[config.mk]
export PLATFORM = sky130hd
export DESIGN_NAME = result_drain_arb
export DESIGN_NICKNAME = d
export VERILOG_FILES = /design/src/rtl/result_drain_pkg.sv /design/src/rtl/result_drain_fifo.sv /design/src/rtl/result_drain_arb.sv
export SDC_FILE = /design/constraint.sdc
export NUM_CORES = 1
export LEC_CHECK = 0
export ABC_AREA = 1
export BUFFER_PORTS_ARGS = -buffer_cell sky130_fd_sc_hd__clkbuf_2
export CAP_MARGIN = 15
export CORE_ASPECT_RATIO = 0.8
export CORE_MARGIN = 2
export CORE_UTILIZATION = 32
export CTS_BUF_LIST = sky130_fd_sc_hd__clkbuf_8 sky130_fd_sc_hd__clkbuf_16
export DETAILED_ROUTE_END_ITERATION = 7
export GPL_TIMING_DRIVEN = 0
export PLACE_DENSITY = 0.5
export SYNTH_ARGS = -nofsm -noshare
export SYNTH_HDL_FRONTEND = slang
export SYNTH_SLANG_ARGS = --single-unit
[constraint.sdc]
create_clock -name clk -period 5.75 [get_ports clk]
set_clock_uncertainty 0.2 [all_clocks]
set_input_delay 0.2875 -clock clk [delete_from_list [all_inputs] [get_ports clk]]
set_output_delay 0.2875 -clock clk [all_outputs]
set_load 0.01 [all_outputs]
[src/rtl/result_drain_pkg.sv]
// Shared types and default sizing for the PE result-cache drain stage.
// Latency: n/a (types and constants only).
// Backpressure: n/a.
package result_drain_pkg;

    localparam int NUM_CH = 8;
    localparam int BEATS  = 8;
    localparam int DW     = 16;
    localparam int CH_W   = $clog2(NUM_CH);

    typedef enum logic [1:0] {
        IDLE  = 2'd0,
        ISSUE = 2'd1,
        WAIT  = 2'd2,
        DRAIN = 2'd3
    } drain_state_t;

    // One buffered beat: last flags the final beat of the final channel.
    typedef struct packed {
        logic            last;
        logic [CH_W-1:0] ch;
        logic [DW-1:0]   data;
    } drain_beat_t;

endpackage

[src/rtl/result_drain_fifo.sv]
// Show-ahead FIFO of drain beats with an occupancy count for the issue space check.
// Latency: a beat pushed in cycle N is visible at the head in cycle N+1.
// Backpressure: pop only when non-empty; the writer guarantees space, so a push while full is a bug.
module result_drain_fifo
    import result_drain_pkg::*;
#(
    parameter int DEPTH = 16
) (
    input  logic                     clk,
    input  logic                     rst_n,
    input  logic                     push,
    input  drain_beat_t              din,
    input  logic                     pop,
    output drain_beat_t              dout,
    output logic                     empty,
    output logic [$clog2(DEPTH):0]   count
);

    localparam int AW = $clog2(DEPTH);

    drain_beat_t    mem [DEPTH];
    logic [AW-1:0]  wr_ptr;
    logic [AW-1:0]  rd_ptr;
    logic [AW:0]    cnt;
    logic           full;
    logic           do_push;
    logic           do_pop;

    assign full    = (cnt == (AW+1)'(DEPTH));
    assign empty   = (cnt == '0);
    assign do_push = push && !full;
    assign do_pop  = pop && !empty;
    assign count   = cnt;
    // Head reads as zero while empty so the output fields have a defined idle value.
    assign dout    = empty ? '0 : mem[rd_ptr];

    // Pointer and occupancy bookkeeping; pointers wrap naturally at DEPTH.
    always_ff @(posedge clk or negedge rst_n) begin
        if (!rst_n) begin
            wr_ptr <= '0;
            rd_ptr <= '0;
            cnt    <= '0;
        end else begin
            if (do_push) wr_ptr <= wr_ptr + 1'b1;
            if (do_pop)  rd_ptr <= rd_ptr + 1'b1;
            case ({do_push, do_pop})
                2'b10:   cnt <= cnt + 1'b1;
                2'b01:   cnt <= cnt - 1'b1;
                default: ;
            endcase
        end
    end

    // Storage array; contents need no reset since the head is gated by empty.
    always_ff @(posedge clk) begin
        if (do_push) mem[wr_ptr] <= din;
    end

    a_no_overflow: assert property (@(posedge clk) disable iff (!rst_n) !(push && full));

endmodule

[src/rtl/result_drain_arb.sv]
// Drains the eight result-cache channels in order into one tagged valid/ready stream.
// Latency: start -> rd_sop[0] next cycle; a beat reaches out_* one cycle after it is captured.
// Backpressure: channels are issued only with room for a full burst; optional checking under RESULT_DRAIN_ERR_EN.
module result_drain_arb #(
    parameter int NUM_CH     = result_drain_pkg::NUM_CH,
    parameter int BEATS      = result_drain_pkg::BEATS,
    parameter int DW         = result_drain_pkg::DW,
    parameter int FIFO_DEPTH = 16
) (
    input  logic                      clk,
    input  logic                      rst_n,
    input  logic                      start,
    output logic                      busy,
    output logic                      done,
    output logic [NUM_CH-1:0]         rd_sop,
    input  logic [NUM_CH-1:0]         rd_vld,
    input  logic [NUM_CH-1:0]         rd_eop,
    input  logic [NUM_CH*DW-1:0]      rd_data,
    output logic                      out_vld,
    input  logic                      out_rdy,
    output logic [DW-1:0]             out_data,
    output logic [$clog2(NUM_CH)-1:0] out_ch,
    output logic                      out_last,
    output logic                      proto_err
);

    import result_drain_pkg::*;

    localparam int CW  = $clog2(NUM_CH);
    localparam int FCW = $clog2(FIFO_DEPTH) + 1;

    drain_state_t   state;
    drain_state_t   state_nxt;
    logic [CW-1:0]  ch;
    logic [CW-1:0]  ch_nxt;

    logic           sel_vld;
    logic           sel_eop;
    logic [DW-1:0]  sel_data;
    logic           last_ch;
    logic           space_ok;

    logic           push;
    logic           pop;
    drain_beat_t    push_beat;
    drain_beat_t    head;
    logic           fifo_empty;
    logic [FCW-1:0] fifo_count;

    assign sel_vld   = rd_vld[ch];
    assign sel_eop   = rd_eop[ch];
    assign sel_data  = rd_data[ch*DW +: DW];
    assign last_ch   = (ch == CW'(NUM_CH-1));
    // The cache cannot be stalled, so a whole burst must fit before it is requested.
    assign space_ok  = (fifo_count <= FCW'(FIFO_DEPTH-BEATS));
    assign push_beat = '{last: sel_eop && last_ch, ch: ch, data: sel_data};
    assign pop       = out_vld && out_rdy;
    assign busy      = (state != IDLE);

    // State and current-channel registers.
    always_ff @(posedge clk or negedge rst_n) begin
        if (!rst_n) begin
            state <= IDLE;
            ch    <= '0;
        end else begin
            state <= state_nxt;
            ch    <= ch_nxt;
        end
    end

    // Sequencing: issue one channel, collect its burst, repeat, then wait for the FIFO to empty.
    always_comb begin
        state_nxt = state;
        ch_nxt    = ch;
        rd_sop    = '0;
        push      = 1'b0;
        done      = 1'b0;
        case (state)
            IDLE: begin
                if (start) begin
                    ch_nxt    = '0;
                    state_nxt = ISSUE;
                end
            end
            ISSUE: begin
                if (space_ok) begin
                    rd_sop[ch] = 1'b1;
                    state_nxt  = WAIT;
                end
            end
            WAIT: begin
                if (sel_vld) begin
                    push = 1'b1;
                    if (sel_eop) begin
                        if (last_ch) begin
                            state_nxt = DRAIN;
                        end else begin
                            ch_nxt    = ch + 1'b1;
                            state_nxt = ISSUE;
                        end
                    end
                end
            end
            DRAIN: begin
                // Finish in the same cycle the final beat is handed off.
                if (fifo_empty || (fifo_count == FCW'(1) && pop)) begin
                    done      = 1'b1;
                    state_nxt = IDLE;
                end
            end
            default: state_nxt = IDLE;
        endcase
    end

    result_drain_fifo #(
        .DEPTH (FIFO_DEPTH)
    ) u_fifo (
        .clk   (clk),
        .rst_n (rst_n),
        .push  (push),
        .din   (push_beat),
        .pop   (pop),
        .dout  (head),
        .empty (fifo_empty),
        .count (fifo_count)
    );

    assign out_vld  = !fifo_empty;
    assign out_data = head.data;
    assign out_ch   = head.ch;
    assign out_last = head.last;

`ifdef RESULT_DRAIN_ERR_EN
    localparam int BCW = $clog2(BEATS) + 1;

    logic [BCW-1:0] beat_cnt;
    logic           stray;
    logic           err_now;

    // Flag beats from unselected channels, beats outside a burst, and malformed burst lengths.
    always_comb begin
        stray   = (state == WAIT) ? |(rd_vld & ~(NUM_CH'(1) << ch)) : |rd_vld;
        err_now = stray
               || ((state == WAIT) && sel_vld && !sel_eop && (beat_cnt == BCW'(BEATS-1)))
               || ((state == WAIT) && sel_vld &&  sel_eop && (beat_cnt <  BCW'(BEATS-1)));
    end

    // Per-burst beat counter and sticky error, both cleared by an accepted start.
    always_ff @(posedge clk or negedge rst_n) begin
        if (!rst_n) begin
            beat_cnt  <= '0;
            proto_err <= 1'b0;
        end else if (state == IDLE && start) begin
            beat_cnt  <= '0;
            proto_err <= 1'b0;
        end else begin
            if (push)    beat_cnt  <= sel_eop ? '0 : beat_cnt + 1'b1;
            if (err_now) proto_err <= 1'b1;
        end
    end
`else
    assign proto_err = 1'b0;
`endif

endmodule

==> results.tsv, run 1 <==
metric	value	unit
gr usage total	19.7	%
drt total wl	47900	um
Antenna Nets Post-Route	0	
Clock Root Buffer	clkbuf_16	
Top FF cell, synth	edfxtp_1	
Reg2Reg Depth	6	
layout cells sized above 1	17.7	%
vias in the first global route	11200	
antenna fix cells	0	
M2 GR Usage	30.4	%
clock-pin slew on the worst setup and hold paths	60	ps
Cell variety after synth	31	
FP Rows	71	
Max Slew Vio Count	0	
Hold Vio Cnt, Final	0	
post-DP HPWL	34100	um
Die W	247	um
Synth Area per Inst	10.3	um2
CP Capture Type	register	
hold depth	4	
grt met1 use	28.1	%
Post-Layout Cell Count	2335	
TritonCTS Buffers	37	
Synth Instances	1456	
Placed Area	17000	um2
FF+latch count, synth	338	
Clock Sinks	338	
Leak	0.00723	uW
WS Path Type	register to register	
Worst path slowest cell	dfrtp_1	
Post-synth top cells	525 x nand2_1, 320 x edfxtp_1, 288 x nand3_1	
initial DRC count	1061	
Yosys warnings	0	
total number of vias	11500	
CTS tree	done	
top-area cell type share of the netlist area	63.8	%
Rel. slew slack	29.4	%
status	finished clean	
Max Cap Viol	0	
IO buf count	178	
gr ovfl total	0	
Syn Std Cell Area	15100	um2
crit-path leading delay family	simple AND/OR/NAND/NOR gates	
synth top area cells	edfxtp_1 64%, nand2_1 13%, nand3_1 9.6%, dfrtp_1 3.0%, inv_1 1.2%	
syn_nets	1616	
Post-synth EDFFs	320	
1st-pass router iterations	5	
top-count cell post-synth	nand2_1	
via/cell ratio	4.90	
fin area	18200	um2
slowest stage delay, CP	1020	ps
CP Data Arrival Time	3520	ps
RSZ-0062 raised after global routing	false	
global-route wire length before repair	70500	um
WL per Instance	20.5	um
clk_lat worst skew	510	ps
crit share post-route	66.0	%
Net count, final	1853	
global route hottest layer	met2	
Placed Instances	2270	
Worst-Margin Slew	1060	ps
CP Buf/Inv Count	1	
leading area contributor after synthesis	edfxtp_1	
Syn-to-layout area delta	20.7	%
# H-tree levels	2	
CP startpoint kind	register	
Seq/Total Area, Yosys	66.8	%
maximum VDD drop	217	uV
worst path cell trace	nor2_1 -> buf_2 -> nand3_1 -> nand2_1 -> a211oi_1 -> nand4_1	
Power Density	481	nW/um2
antenna violations before repair	0	
CTS Buffer Depth	3	
die height	198	um
final setup fails	0	
WP data required	5480	ps
full die area	48800	um2
crit path time final	3790	ps
Async SR Flop Fraction	5.33	%
largest net degree at the start of global routing	25	
setup TNS	0	ps
RePlAce Congestion	0.911	
Stages on worst setup path	6	
CTS resizes	0	
Max FO, Critical Path	24	
Initial Utilization	32.2	%
Hold Path Class	input pin to register	
DRC Markers	0	
grt met3 use	3.14	%
fmax	264	MHz
Core ar.	46700	um2
io pins	180	
==> worst min-delay path, stage by stage <==
cell	delay, ps
clkbuf_2	90
nand3b_1	120
nand2_1	80
o21bai_1	150
==> registers in the layout, indices dropped and copies added (netlist names) <==
name           flops
u_fifo.count       5
u_fifo.wr_ptr      4
ch                 3
u_fifo.mem       320
u_fifo.rd_ptr      4
state              2
==> through the flow <==
stage | hold slack [ps] | total power, uW | utilization, % | worst slack [ps]
after floorplan | -208 | 5160 | - | 2860
after global placement | 100 | 6550 | 35.8 | 1140
after detailed placement | 97.4 | 6610 | 36.5 | 1830
after CTS | 42.4 | 8780 | 38.8 | 1820
after global routing | 99.1 | 9260 | 38.9 | 1630
final | 55.0 | 8740 | 38.9 | 1960
==> final timing paths <==
kind | startpoint | endpoint | slack [ps]
hold / removal | start | state[0]$_DFFE_PN0P_ | 60
hold reg to reg | u_fifo.count[1]$_DFFE_PN0P_ | u_fifo.count[1]$_DFFE_PN0P_ | 320
max in group asynchronous | rst_n | u_fifo.wr_ptr[3]$_DFFE_PN0P_ | 4900
setup / recovery | ch[1]$_DFFE_PN0P_ | u_fifo.mem[6][6]$_DFFE_PP_ | 1960
min in group asynchronous | rst_n | u_fifo.wr_ptr[1]$_DFFE_PN0P_ | 100
setup reg to reg | ch[1]$_DFFE_PN0P_ | u_fifo.mem[6][6]$_DFFE_PP_ | 1960
==> final cells by class <==
class                   count  area (um2)
repair buffers            198        1210
clock inverters            24         164
fillers                  4665       28600
inverters                  58         218
multi-input cells         977        4460
well taps                 620         776
flip-flops and latches    338       10100
clock buffers              37         926
plain buffers              83         363
==> kinds of logic (layout without fill, tap and decap cells) <==
logic type / Yosys count / in the layout / synth area share (%)
compound gates: 71 / 71 / 2.84
other cells: 1 / 1 / 0.0249
buf+inv: 141 / 400 / 3.86
xor+xnor: 10 / 10 / 0.582
simple gates: 883 / 883 / 24.9
flops: 338 / 338 / 66.8
fa+ha+maj: 12 / 12 / 0.997
==> power by group <==
group	total [uW]	switching [uW]	internal [uW]	leakage, uW
combinational	3450	2510	940	0.00352
clock	2170	920	1250	0.000567
sequential	3110	88.3	3030	0.00314
==> cells in the final DEF (no fill, tap or decap), drive strengths merged, types with 16 or more instances in the layout <==
master  synthesis  final
dfrtp          18     18
nand4          16     16
buf            43     61
inv            57     63
clkinv          1     17
clkbuf         40    255
nor2           46     46
edfxtp        320    320
nand2         525    525
nand3         288    288
a21oi          34     34
==> repair_timing <==
action	CTS	global route
setup endpoints to repair	0	0
buffers inserted	0	0
endpoints found under the hold margin	19	0
hold buffers	2	0
==> metal layers <==
layer | up-vias | routed length (um)
met5 | - | 0
met4 | 0 | 1710
met3 | 79 | 3450
met2 | 475 | 20900
met1 | 5387 | 21900
li1 | 5511 | -
Power figures use the tool's default switching activity.
==> inputs of run 2 (changes only) <==
--- a/config.mk
+++ b/config.mk
@@ -5,7 +5,7 @@
 export SDC_FILE = /design/constraint.sdc
 export NUM_CORES = 1
 export LEC_CHECK = 0
-export ABC_AREA = 1
+export ABC_AREA = 0
 export BUFFER_PORTS_ARGS = -buffer_cell sky130_fd_sc_hd__clkbuf_2
 export CAP_MARGIN = 15
 export CORE_ASPECT_RATIO = 0.8
@@ -14,7 +14,7 @@
 export CTS_BUF_LIST = sky130_fd_sc_hd__clkbuf_8 sky130_fd_sc_hd__clkbuf_16
 export DETAILED_ROUTE_END_ITERATION = 7
 export GPL_TIMING_DRIVEN = 0
-export PLACE_DENSITY = 0.5
+export PLACE_DENSITY = 0.52
 export SYNTH_ARGS = -nofsm -noshare
 export SYNTH_HDL_FRONTEND = slang
 export SYNTH_SLANG_ARGS = --single-unit
==> constraint.sdc (replaced) <==
create_clock -name clk -period 3.26 [get_ports clk]
set_clock_uncertainty 0.2 [all_clocks]
set_input_delay 0.163 -clock clk [delete_from_list [all_inputs] [get_ports clk]]
set_output_delay 0.163 -clock clk [all_outputs]
set_load 0.01 [all_outputs]
==> run 2 against run 1 <==
Against the previous run:
- critical path depth unchanged
- cell count down 31%
- clock-buffer cell count grew 3
==> results.tsv, run 2 <==
metric	value	unit	change
status	finished clean		unchanged
Net count, final	1138		was 1853
largest net degree at the start of global routing	21		was 25
Worst Min Path Start	rd_data[14]		was start
WL per Instance	23.5	um	was 20.5 um
CTS tree	done		unchanged
grt met3 use	3.09	%	was 3.14%
Clock Root Buffer	clkbuf_16		unchanged
Max FO, Critical Path	10		was 24
CP Data Arrival Time	2770	ps	was 3520 ps
crit share post-route	96.1	%	
antenna violations before repair	0		unchanged
Die W	242	um	was 247 um
gr ovfl total	0		unchanged
Syn-to-layout area delta	23.8	%	was 20.7%
Initial Utilization	32.6	%	was 32.2%
Synth Area per Inst	19.7	um2	was 10.3 um2
io pins	180		unchanged
grt met1 use	22.1	%	was 28.1%
clk_lat worst skew	500	ps	was 510 ps
top-count cell post-synth	edfxtp_1		was nand2_1
setup TNS	0	ps	unchanged
synth top area cells	edfxtp_1 66%, mux4_2 18%, dfrtp_1 3.1%, mux2_2 1.7%, and2_1 1.2%		was edfxtp_1 64%, nand2_1 13%, nand3_1 9.6%, dfrtp_1 3.0%, inv_1 1.2%
die height	195	um	was 198 um
fmax	319	MHz	
M2 GR Usage	26.0	%	was 30.4%
max FFs per register	320		unchanged
FF+latch count, synth	338		unchanged
TritonCTS Buffers	37		unchanged
total number of vias	8045		was 11500
CTS Buffer Depth	3		unchanged
final setup fails	0		unchanged
Yosys warnings	0		unchanged
Post-synth top cells	320 x edfxtp_1, 113 x mux4_2, 27 x and2_1		was 525 x nand2_1, 320 x edfxtp_1, 288 x nand3_1
Core ar.	44600	um2	was 46700 um2
full die area	47100	um2	was 48800 um2
syn_nets	896		was 1616
Hold Path Class	input pin to register		unchanged
leading cell types in the layout, fill and taps excluded	320 x edfxtp_1, 183 x clkbuf_2, 113 x mux4_2		was 525 x nand2_1, 320 x edfxtp_1, 288 x nand3_1
# H-tree levels	2		unchanged
Hold Vio Cnt, Final	0		unchanged
RSZ-0062 raised after global routing	true		was false
DRC Markers	0		unchanged
leading area contributor after synthesis	edfxtp_1		unchanged
top-area cell type share of the netlist area	66.1	%	was 63.8%
vias in the first global route	8473		was 11200
global route hottest layer	met2		unchanged
pre-CTS setup slack	-686	ps	was 1830 ps
most common cell after layout, fill and taps aside	edfxtp_1		was nand2_1
Syn Std Cell Area	14500	um2	was 15100 um2
Synth Instances	736		was 1456
1st-pass router iterations	5		unchanged
clock-pin slew on the worst setup and hold paths	60	ps	about the same
Final WS setup	129	ps	was 1960 ps
initial DRC count	621		was 1061
Antenna Nets Post-Route	0		unchanged
via/cell ratio	4.99		was 4.90
drt total wl	37900	um	was 47900 um
crit path time final	3130	ps	
Async SR Flop Fraction	5.33	%	unchanged
RePlAce Congestion	0.862		was 0.911
Leak	0.00626	uW	was 0.00723 uW
Clock Sinks	338		unchanged
Rel. slew slack	33.5	%	was 29.4%
Top FF cell, synth	edfxtp_1		unchanged
gr usage total	16.1	%	was 19.7%
Max Slew Vio Count	0		unchanged
Seq/Total Area, Yosys	69.2	%	was 66.8%
post-DP HPWL	27900	um	was 34100 um
CP startpoint kind	register		unchanged
FP Rows	69		was 71
Cell variety after synth	52		was 31
Largest Register	u_fifo.mem		unchanged
global-route wire length before repair	55700	um	was 70500 um
IO buf count	178		unchanged
Critical path origin	u_fifo.rd_ptr[0]$_DFFE_PN0P_		was ch[1]$_DFFE_PN0P_
WP data required	2900	ps	was 5480 ps
WS Path Type	register to output pin		was register to register
Post-synth EDFFs	320		unchanged
Power Density	889	nW/um2	was 481 nW/um2
Reg2Reg Launch Point	ch[0]$_DFFE_PN0P_		was ch[1]$_DFFE_PN0P_
maximum VDD drop	569	uV	was 217 uV
CP Capture Type	output pin		was register
Max Cap Viol	0		unchanged
Worst-Margin Slew	998	ps	was 1060 ps
layout cells sized above 1	43.7	%	was 17.7%
==> run 2: cell count changes after synthesis, sizes merged, moves of 12 or more <==
| cell | delta |
|---|---|
| nand3 | -283 |
| a21oi | -25 |
| nand4 | -15 |
| mux4 | +113 |
| and2 | +27 |
| nand2 | -512 |
| buf | -25 |
| clkbuf | -15 |
| inv | -45 |
| and3 | +12 |
| nor2 | -21 |
| mux2 | +22 |
| mux2i | +16 |
==> run 2: critical path, cell delays in order, from the launching register on <==
cell,delay [ps]
dfrtp_1,350
clkbuf_4,240
buf_6,240
mux4_2,550
mux4_2,540
and2_1,210
clkbuf_2,130
==> run 2: repair_timing <==
action                                  CTS  global route
endpoints found under the hold margin    22             0
pin swaps                                 1             0
hold buffers                              3             0
buffers inserted                          1             2
endpoints found under the setup margin  478           247
gates resized for setup                  46            19
==> run 2: stage by stage <==
step	std cells	utilization, %	power, uW	hold WS [ps]	area (um2)
global placement	1517	36.2	11700	-34.2	16200
CTS	1609	40.1	16100	36.9	17900
detailed placement	1537	37.1	11900	-31.8	16600
finish	1611	40.3	16000	21.6	18000
global route	1610	40.3	16800	20.8	18000
floorplan	736	-	9730	-333	14500
==> run 2: final timing paths <==
check / to / slack [ps] / cells past startpoint
worst max-delay path: out_data[0] / 130 / 6
worst min-delay path: u_fifo.mem[10][14]$_DFFE_PP_ / 20 / 4
worst max register to register: u_fifo.mem[6][19]$_DFFE_PP_ / 150 / 7
worst min register to register: u_fifo.count[4]$_DFFE_PN0P_ / 340 / 1
max in group asynchronous: ch[0]$_DFFE_PN0P_ / 1480 / 3
min in group asynchronous: u_fifo.count[0]$_DFFE_PN0P_ / 680 / 3
==> run 2: logic make-up after synthesis <==
group / share of synthesized area [%]
DFF: 69.2
buffers and inverters: 1.61
xor gates and xnor gates: 0.663
AOI/OAI and AO/OA: 3.03
adders and majority gates: 1.03
and+or+nand+nor: 4.10
other: 0.0258
muxes: 20.3
==> run 2: cell type report <==
type / instances / area (um2)
clock inverters: 28 / 208
well taps: 603 / 754
repair buffers: 204 / 1330
plain buffers: 42 / 272
multi-input cells: 343 / 4340
clock buffers: 40 / 990
fillers: 4085 / 26600
inverters: 12 / 45.0
diodes: 1 / 2.50
flip-flops and latches: 338 / 10100
==> run 2: metal layers <==
layer  share of wire (%)  up-vias
li1                    -     3560
met5                   0        -
met1                  45     4116
met4                 2.6        0
met3                 5.9       62
met2                  47      307
==> run 2: power by group <==
part	internal [uW]	leakage [uW]	switching (uW)
clock	2420	0.000610	1640
combinational	2640	0.00256	3340
sequential	5730	0.00309	220
total	10800	0.00626	5210
==> inputs of run 3 (changes only) <==
--- a/config.mk
+++ b/config.mk
@@ -9,12 +9,13 @@
 export BUFFER_PORTS_ARGS = -buffer_cell sky130_fd_sc_hd__clkbuf_2
 export CAP_MARGIN = 15
 export CORE_ASPECT_RATIO = 0.8
-export CORE_MARGIN = 2
 export CORE_UTILIZATION = 32
 export CTS_BUF_LIST = sky130_fd_sc_hd__clkbuf_8 sky130_fd_sc_hd__clkbuf_16
 export DETAILED_ROUTE_END_ITERATION = 7
 export GPL_TIMING_DRIVEN = 0
 export PLACE_DENSITY = 0.52
+export REMOVE_ABC_BUFFERS = 1
 export SYNTH_ARGS = -nofsm -noshare
 export SYNTH_HDL_FRONTEND = slang
+export SYNTH_HIERARCHICAL = 1
 export SYNTH_SLANG_ARGS = --single-unit
==> run 3 against run 2 <==
Against the previous run:
- design area increased by 1.8%
- register-to-register slack worse by 96 ps
- power up 10%
- die area fell by 0.96%
- flip-flop and latch count unchanged
- wire length increased by 7.0%
- non-clock buffer count decreased by 13
- sequential power is 13% higher
- global-route usage is 1.4 points higher
- first-iteration DRC count is 18% higher
- synthesized area rose by 0.91%
- highest routed layer unchanged
==> results.tsv, run 3 <==
metric	value	unit	change
Syn-to-layout area delta	25.0	%	was 23.8%
P_int	11500	uW	was 10800 uW
full die area	46700	um2	was 47100 um2
Worst-Margin Slew	1050	ps	was 998 ps
Syn Std Cell Area	14700	um2	was 14500 um2
CP startpoint kind	register		unchanged
WP data required	3270	ps	was 2900 ps
# H-tree levels	2		unchanged
layout cells sized above 1	43.0	%	was 43.7%
1st-pass router iterations	5		unchanged
gr ovfl total	0		unchanged
Core ar.	44800	um2	was 44600 um2
Clock power frac	22.2	%	was 25.4%
antenna violations before repair	0		unchanged
max FFs per register	320		unchanged
WL per Instance	24.8	um	was 23.5 um
Hold Path Class	input pin to register		unchanged
Synth Area in Simple Gates	4.24	%	was 4.10%
most common cell after layout, fill and taps aside	edfxtp_1		unchanged
global-route wire length before repair	58600	um	was 55700 um
Worst path slowest cell	dfrtp_4		was mux4_2
Reg power frac	37.9	%	was 37.2%
drt total wl	40500	um	was 37900 um
FF+latch count, synth	338		unchanged
Post-synth EDFFs	320		unchanged
leading cell types in the layout, fill and taps excluded	320 x edfxtp_1, 178 x clkbuf_2, 76 x mux4_2		was 320 x edfxtp_1, 183 x clkbuf_2, 113 x mux4_2
Async SR Flop Fraction	5.33	%	unchanged
antenna fix cells	0		was 1
clock-pin slew on the worst setup and hold paths	60	ps	about the same
sw power	6170	uW	was 5210 uW
Cell variety after synth	53		was 52
leading area contributor after synthesis	edfxtp_1		unchanged
crit path time final	3210	ps	was 3130 ps
Seq/Total Area, Yosys	68.6	%	was 69.2%
clk_lat worst skew	520	ps	was 500 ps
Clock Sinks	338		unchanged
Hold Vio Cnt, Final	0		unchanged
status	finished clean		unchanged
synth top area cells	edfxtp_1 66%, mux4_2 12%, mux4_1 3.2%, dfrtp_1 3.1%, mux2_2 2.6%		was edfxtp_1 66%, mux4_2 18%, dfrtp_1 3.1%, mux2_2 1.7%, and2_1 1.2%
Antenna Nets Post-Route	0		unchanged
DRC Markers	0		unchanged
Post-synth top cells	320 x edfxtp_1, 76 x mux4_2, 34 x mux2_2, 34 x nor2_1, 27 x buf_2		was 320 x edfxtp_1, 113 x mux4_2, 27 x and2_1
Filler Cell Count	3998		was 4085
CTS Buffer Depth	3		unchanged
Initial Utilization	32.7	%	was 32.6%
xor/xnor share of the synthesized area	0.717	%	was 0.663%
io pins	180		unchanged
fmax	312	MHz	was 319 MHz
Synth Area per Inst	19.0	um2	was 19.7 um2
die height	193	um	was 195 um
Die W	241	um	was 242 um
Max Slew Vio Count	0		unchanged
CP Data Arrival Time	3220	ps	was 2770 ps
Rel. slew slack	29.7	%	was 33.5%
Max Cap Viol	0		unchanged
largest net degree at the start of global routing	38		was 21
maximum VDD drop	549	uV	was 569 uV
slowest stage delay, CP	530	ps	was 550 ps
CP Capture Type	register		was output pin
vias in the first global route	8579		was 8473
Post-Layout Cell Count	1632		was 1611
WS Path Type	register to register		was register to output pin
Leak	0.00632	uW	was 0.00626 uW
CTS tree	done		unchanged
Clock Root Buffer	clkbuf_16		unchanged
fin area	18300	um2	was 18000 um2
total number of vias	8461		was 8045
Logic pwr share	39.9	%	was 37.4%
crit share post-route	98.3	%	was 96.1%
Net Sw Frac	34.9	%	was 32.5%
largest family of logic cells by synthesized area	multiplexers		unchanged
Placed Area	16500	um2	was 16600 um2
via/cell ratio	5.18		was 4.99
worst path cell trace	buf_12 -> mux4_2 -> mux2i_4 -> nor2_2 -> a21boi_4 -> buf_4 -> nand2_2 -> nor3_4 -> buf_4		was clkbuf_4 -> buf_6 -> mux4_2 -> mux4_2 -> and2_1 -> clkbuf_2
top-count cell post-synth	edfxtp_1		unchanged
mux cell area share after synthesis	18.4	%	was 20.3%
top-area cell type share of the netlist area	65.5	%	was 66.1%
IO buf count	178		unchanged
Power Density	965	nW/um2	was 889 nW/um2
Yosys warnings	6		was 0
RSZ-0062 raised after global routing	true		unchanged
initial DRC count	734		was 621
Top FF cell, synth	edfxtp_1		unchanged
Synth Instances	771		was 736
gr usage total	17.4	%	was 16.1%
adder-cell share of the synthesized area	0.938	%	was 1.03%
final setup fails	0		unchanged
Net count, final	1161		was 1138
RePlAce Congestion	0.785		was 0.862
FP Rows	69		unchanged
Compound-Gate Fraction of Synth Area	4.88	%	was 3.03%
post-DP HPWL	23600	um	was 27900 um
CP most frequent cell	buf_4		was mux4_2
Max FO, Critical Path	22		was 10
TritonCTS Buffers	37		unchanged
Placed Instances	1524		was 1537
Largest Register	u_fifo/mem		was u_fifo.mem
## run 3: cell types whose count changed after synthesis, moves of 10 or more
cell | previous run | this run
a221o_1 | 1 | 21
nor2b_1 | 6 | 24
and3_1 | 14 | 2
a221oi_1 | 8 | 18
buf_2 | 10 | 27
mux4_2 | 113 | 76
and2_1 | 27 | 3
clkbuf_1 | 25 | 11
mux4_1 | 0 | 18
mux2_2 | 22 | 34
## run 3: through the flow
step	hold slack, ps	utilization, %	setup TNS, ps	setup WS [ps]	power, uW
floorplan	-333	-	-327400	-1390	10700
global placement	-55.6	35.7	-1721650	-4350	12900
detailed placement	-46.4	36.8	-295610	-1020	13200
CTS	91.5	40.7	-9.72	-3.68	17800
global route	55.3	40.9	-87.5	-23.8	18600
finish	24.2	40.9	0	54.5	17700
## run 3: cell families after synthesis
kind of cell,after synthesis
compound gates,89
xor+xnor,12
fa+ha+maj,11
buf+inv,59
flops,338
mux,140
other cells,1
simple gates,121
## run 3: worst paths after layout
kind / slack, ps / from / depth (start not counted) / to
max: 50 / ch[0]$_DFFE_PN0P_ / 9 / u_fifo/mem[3][7]$_DFFE_PP_
min in group asynchronous: 670 / rst_n / 3 / state[0]$_DFFE_PN0P_
max reg2reg: 50 / ch[0]$_DFFE_PN0P_ / 9 / u_fifo/mem[3][7]$_DFFE_PP_
max in group asynchronous: 1510 / rst_n / 3 / u_fifo/rd_ptr[0]$_DFFE_PN0P_
min reg2reg: 400 / u_fifo/count[2]$_DFFE_PN0P_ / 1 / u_fifo/count[2]$_DFFE_PN0P_
min: 20 / rd_data[76] / 3 / u_fifo/mem[14][12]$_DFFE_PP_
## run 3: critical path: cells and delay by family, from the launching register on
family,cells,cell delay (ps)
buf+inv,3,580
compound gates,1,300
simple gates,3,780
mux,2,490
flops,1,530
## run 3: per-layer routing
layer  global-route usage (%)  routed length, um  up-vias
li1                         -                  -     3708
met1                     25.1              18600     4425
met2                     28.0              19200      284
met3                     2.44               2120       44
met4                     3.63                635        0
met5                        0                  0        -
## run 3: layout make-up
type	instances	area [um2]	share of cell area [%]
Multi-Input combinational cell	383	4650	25.4
Sequential cell	338	10100	55.0
Tap cell	603	754	4.12
Clock buffer	39	976	5.32
Timing Repair Buffer	233	1670	9.11
Clock inverter	27	163	0.887
Inverter	9	33.8	0.184
## run 3: power by group through the flow
stage	Clock (uW)	Combinational (uW)	Sequential (uW)
2_1_floorplan	0	3730	6990
3_3_place_gp	0	5420	7530
3_5_place_dp	0	6060	7090
4_1_cts	4000	7100	6710
5_1_grt	4160	7650	6760
6_report	3920	7070	6700
## run 3: what timing repair did
| action | 4_1_cts | 5_1_grt |
|---|---|---|
| setup endpoints to repair | 500 | 87 |
| setup buffers | 25 | 2 |
| endpoints found under the hold margin | 23 | 0 |
| pin swaps | 13 | 5 |
| resized for setup | 29 | 11 |
| gates cloned | 8 | 2 |
| hold buffers | 4 | 0 |
